===== config.mk =====
export PLATFORM = sky130hd
export DESIGN_NAME = regfile_sb
export DESIGN_NICKNAME = d
export VERILOG_FILES = /design/src/rtl/regfile_sb.sv
export SDC_FILE = /design/constraint.sdc
export NUM_CORES = 2
export LEC_CHECK = 0
export BUFFER_PORTS_ARGS = -buffer_cell sky130_fd_sc_hd__buf_2
export CORE_ASPECT_RATIO = 0.8
export CORE_MARGIN = 4
export CORE_UTILIZATION = 32
export DETAILED_ROUTE_END_ITERATION = 12
export PLACE_DENSITY = 0.54
export SLEW_MARGIN = 5
export SYNTH_ARGS = -nofsm -noshare
export SYNTH_HDL_FRONTEND = slang
export SYNTH_SLANG_ARGS = --single-unit

===== constraint.sdc =====
create_clock -name clk -period 7.2 [get_ports clk]
set_input_delay 1.44 -clock clk [delete_from_list [all_inputs] [get_ports clk]]
set_output_delay 1.44 -clock clk [all_outputs]
set_load 0.02 [all_outputs]

===== src/rtl/regfile_sb.sv =====
// regfile_sb: multi-port register file with a pending-write scoreboard.
// NUM_RD combinational operand ports with write-to-read bypass, one debug
// port without bypass, one write port, and a busy bit per register that is
// set on issue and cleared on write-back.
module regfile_sb #(
    parameter int DATA_W   = 32,
    parameter int ADDR_W   = 5,
    parameter int NUM_RD   = 2,
    parameter int ZERO_REG = 1
) (
    input  logic                       clk,
    input  logic                       reset,
    input  logic                       reg_write,
    input  logic [ADDR_W-1:0]          write_reg,
    input  logic [DATA_W-1:0]          write_data,
    input  logic [NUM_RD*ADDR_W-1:0]   read_reg,
    output logic [NUM_RD*DATA_W-1:0]   read_data,
    output logic [NUM_RD-1:0]          read_busy,
    input  logic                       issue_valid,
    input  logic [ADDR_W-1:0]          issue_reg,
    input  logic [ADDR_W-1:0]          Input_Readreg,
    output logic [DATA_W-1:0]          RegOut,
    output logic [(2**ADDR_W)-1:0]     busy_vec
);

    localparam int DEPTH = 2 ** ADDR_W;

    logic [DATA_W-1:0] regs [DEPTH];
    logic [DEPTH-1:0]  busy_q;
    logic [DEPTH-1:0]  busy_d;
    logic              wr_ok;
    logic              iss_ok;
    logic              dbg_zero;

    // A write or issue aimed at the hardwired zero register is dropped
    // entirely, so r0 never holds data and never goes busy.
    assign wr_ok  = reg_write   && !((ZERO_REG != 0) && (write_reg == '0));
    assign iss_ok = issue_valid && !((ZERO_REG != 0) && (issue_reg == '0));

    // Scoreboard next state: write-back clears, issue sets; applying the
    // issue last makes it win when both target the same register.
    always_comb begin
        busy_d = busy_q;
        if (wr_ok) begin
            busy_d[write_reg] = 1'b0;
        end
        if (iss_ok) begin
            busy_d[issue_reg] = 1'b1;
        end
    end

    // Storage and busy flops; reset wipes both and masks same-cycle traffic.
    always_ff @(posedge clk) begin
        if (reset) begin
            for (int n = 0; n < DEPTH; n++) begin
                regs[n] <= '0;
            end
            busy_q <= '0;
        end else begin
            if (wr_ok) begin
                regs[write_reg] <= write_data;
            end
            busy_q <= busy_d;
        end
    end

    // Operand read ports: zero register, then the retiring write, then storage.
    // A same-cycle issue is deliberately invisible here.
    for (genvar g = 0; g < NUM_RD; g++) begin : g_rd
        logic [ADDR_W-1:0] addr;
        logic              is_zero;
        logic              hit;

        assign addr    = read_reg[g*ADDR_W +: ADDR_W];
        assign is_zero = (ZERO_REG != 0) && (addr == '0);
        assign hit     = wr_ok && (write_reg == addr);

        assign read_data[g*DATA_W +: DATA_W] = is_zero ? '0 :
                                               hit     ? write_data :
                                                         regs[addr];
        assign read_busy[g] = is_zero ? 1'b0 :
                              hit     ? 1'b0 :
                                        busy_q[addr];
    end

    // Debug port sees committed storage only.
    assign dbg_zero = (ZERO_REG != 0) && (Input_Readreg == '0);
    assign RegOut   = dbg_zero ? '0 : regs[Input_Readreg];
    assign busy_vec = busy_q;

endmodule


==> flow_summary.toml <==
[status]
status = "finished clean"

[die]
die_w_um = 513.2
ios = 191
die_height_um = 412.1
initial_utilization_pct = 32.16
core_area_um2 = 203100
rows = 148
die_area_um2 = 211500

[grt]
antenna_found_initial = 58
grt_pass1_wl_um = 399300
grt-ovfl-total = 0
grt_pass1_vias = 45690
grt_usage_pct = 27.46
grt_max_degree = 90

[timing]
fin_worst_skew_ns = 0
tns_ns = 0
fmaxAchievable_mhz = 153.2
period_needed_ns = 6.526
slew-limit-headroom_pct = 4.401
finalHoldViolations = 0
tightest_slew_ns = 1.434
fin_crit_sh_pct = 90.63
maxSlewViolCount = 0
finalSetupViolations = 0
rsz0062_at_grt = "no"

[synth]
synth_compound_area_share_pct = 5.810
syn-instance-count = 4697
synth-simple-area-share_pct = 12.30
synth-seq-cells = 1056
ys_seq_area_share_pct = 48.05
synthArstFlopShare_pct = 0
synth_top_area_share_pct = 47.07
synthMuxAreaShare_pct = 29.89
synth_area_leader_cell = "edfxtp_1"
synth-edff-count = 1024
synth_top_flop_cell = "edfxtp_1"
syn_area_um2 = 65330
synth_area_per_cell_um2 = 13.91
synth_adder_area_share_pct = 0
synthXorXnorAreaFrac_pct = 0.1341
ys_top_cells_by_area = "edfxtp_1 47%, mux4_2 23%, and2_1 9.2%"
ys_types = 56
synth_warnings = 0
synth_top_family_by_area = "multiplexers"

[setup_path]
required_ns = 5.76
cp_max_fo = 25
start_kind = "input pin"
crit_top_cell = "buf_2"
cpLargestDelayFamily = "compound AO/OA/AOI/OAI gates"
cpMaxStageDelayCell = "a221oi_1"
worst-path-buf-inv = 3
path_class = "input pin to primary output"
arrival_ns = 5.09
endpoint_kind = "primary output"
critPathMaxStageDelay_ns = 1.22
path_cells = "buf_2, inv_4, nor2_1, a21oi_1, a221oi_1, o31ai_1, buf_2"

[job]
drv_cap = 0

[clock_network]
cts.sinks = 1056
h-tree-depth = 3
post_cts_buffers = 0
cts_tree = "built"
clkTransAtPathRegs_ns = 0.06
hold_buffers = 0
clk_latency_ns = 0.77
cts_buffers = 112
clock_path_buffers = 3
cts_resized = 0
clock-root-buffer = "clkbuf_16"

[cells_and_area]
fin_nets = 4746
mostFrequentLayoutCell = "edfxtp_1"
fin_util_pct = 36.14
layout_common_cells = "1,024 x edfxtp_1, 963 x and2_1, 660 x mux4_2, 405 x mux2i_1, 176 x buf_2"
area_delta_synth_final_pct = 12.36
drive_gt1_share_pct = 27.99

[power]
seqPwrFrac_pct = 45.2
p_per_area_nw_per_um2 = 221.7
combPwrFrac_pct = 17.9
clock_power_share_pct = 37.0
power.switching_mw = 4.793
p_int_mw = 11.48
peakVddDrop_uv = 202.5
switching_share_pct = 29.45
p_leak_nw = 25.29

[route]
ant_nets = 0
vias = 48690
drt_wl_total_um = 298600
routedWlPerCell_um = 39.67
routed_via_density = 6.471
drc = 0
first_pass_iters = 8
drt_iter0_drc = 9812

[hold_path]
hp-class = "flip-flop to flip-flop"

[place]
portBuffers = 190
place.gp.congestion = 0.8942
dp_hpwl_um = 180400
[power groups by stage]
stage | registers [mW] | clock network, mW | logic, mW
after global routing | 7.38 | 6.28 | 2.97
after detailed placement | 7.46 | 0 | 2.84
after CTS | 7.33 | 6.02 | 2.84
final | 7.35 | 6.01 | 2.91
after global placement | 7.44 | 0 | 2.84
after floorplan | 7.37 | 0 | 1.73
[area by class of cell]
class                           count  area [µm²]
Fill cell                       19190      129700
Multi-Input combinational cell   3106       32100
Sequential cell                  1056       31390
Tap cell                         2700        3378
Clock buffer                      145        3050
Timing Repair Buffer              371        2669
Clock inverter                     67       568.0
Inverter                           38       147.6
Antenna cell                       42       105.1
[worst reg2reg max path, delay by kind of cell, from the launching register on]
kind,cells,cell delay (ns)
flops,1,0.46
compound gates,1,0.17
buf+inv,1,0.07
[cell families after synthesis]
family,after synthesis
and+or+nand+nor,1411
muxes,1119
DFF,1056
buffers and inverters,566
AOI/OAI and AO/OA,534
xor gates and xnor gates,10
other,1
[synthesized netlist by cell type (69+ instances only)]
| cell type | instances |
|---|---|
| edfxtp_1 | 1024 |
| and2_1 | 966 |
| mux4_2 | 660 |
| mux2i_1 | 405 |
| clkbuf_1 | 346 |
| nand2_1 | 138 |
| nor2_1 | 136 |
| buf_2 | 99 |
| a22oi_1 | 98 |
| a21oi_1 | 87 |
| a221oi_1 | 70 |
| o21ai_0 | 69 |
[registers in the layout (all words and copies together), names as in the netlist]
name / count
regs: 1024
busy_vec: 32
[final timing paths]
path | startpoint | end | slack, ns | depth (start not counted)
hold / removal | busy_vec[22] | busy_vec[22] | 0.51 | 2
setup reg to reg | busy_vec[15] | busy_vec[15] | 6.41 | 2
setup / recovery | read_reg[2] | read_data[23] | 0.67 | 7
hold reg to reg | busy_vec[22] | busy_vec[22] | 0.51 | 2
[stage by stage]
step	area, µm²	setup slack, ns	total power, mW	instances	hold WS (ns)
finish	73410	0.6744	16.27	7525	0.5145
global route	73320	0.6909	16.63	7491	0.5339
CTS	73300	0.8160	16.19	7483	0.5087
detailed placement	69680	0.8157	10.30	7271	0.4980
global placement	69680	0.7821	10.27	7271	0.4945
floorplan	65450	2.468	9.106	4728	0.5575
[per-layer routing]
| metal | global-route usage, % | vias to the layer above | wire length, µm |
|---|---|---|---|
| li1 | - | 18360 | - |
| met1 | 39.24 | 25190 | 118000 |
| met2 | 38.01 | 4464 | 122100 |
| met3 | 10.03 | 668 | 46740 |
| met4 | 9.843 | 14 | 11680 |
| met5 | 0 | - | 100 |
(Power assumes the default switching activity.)
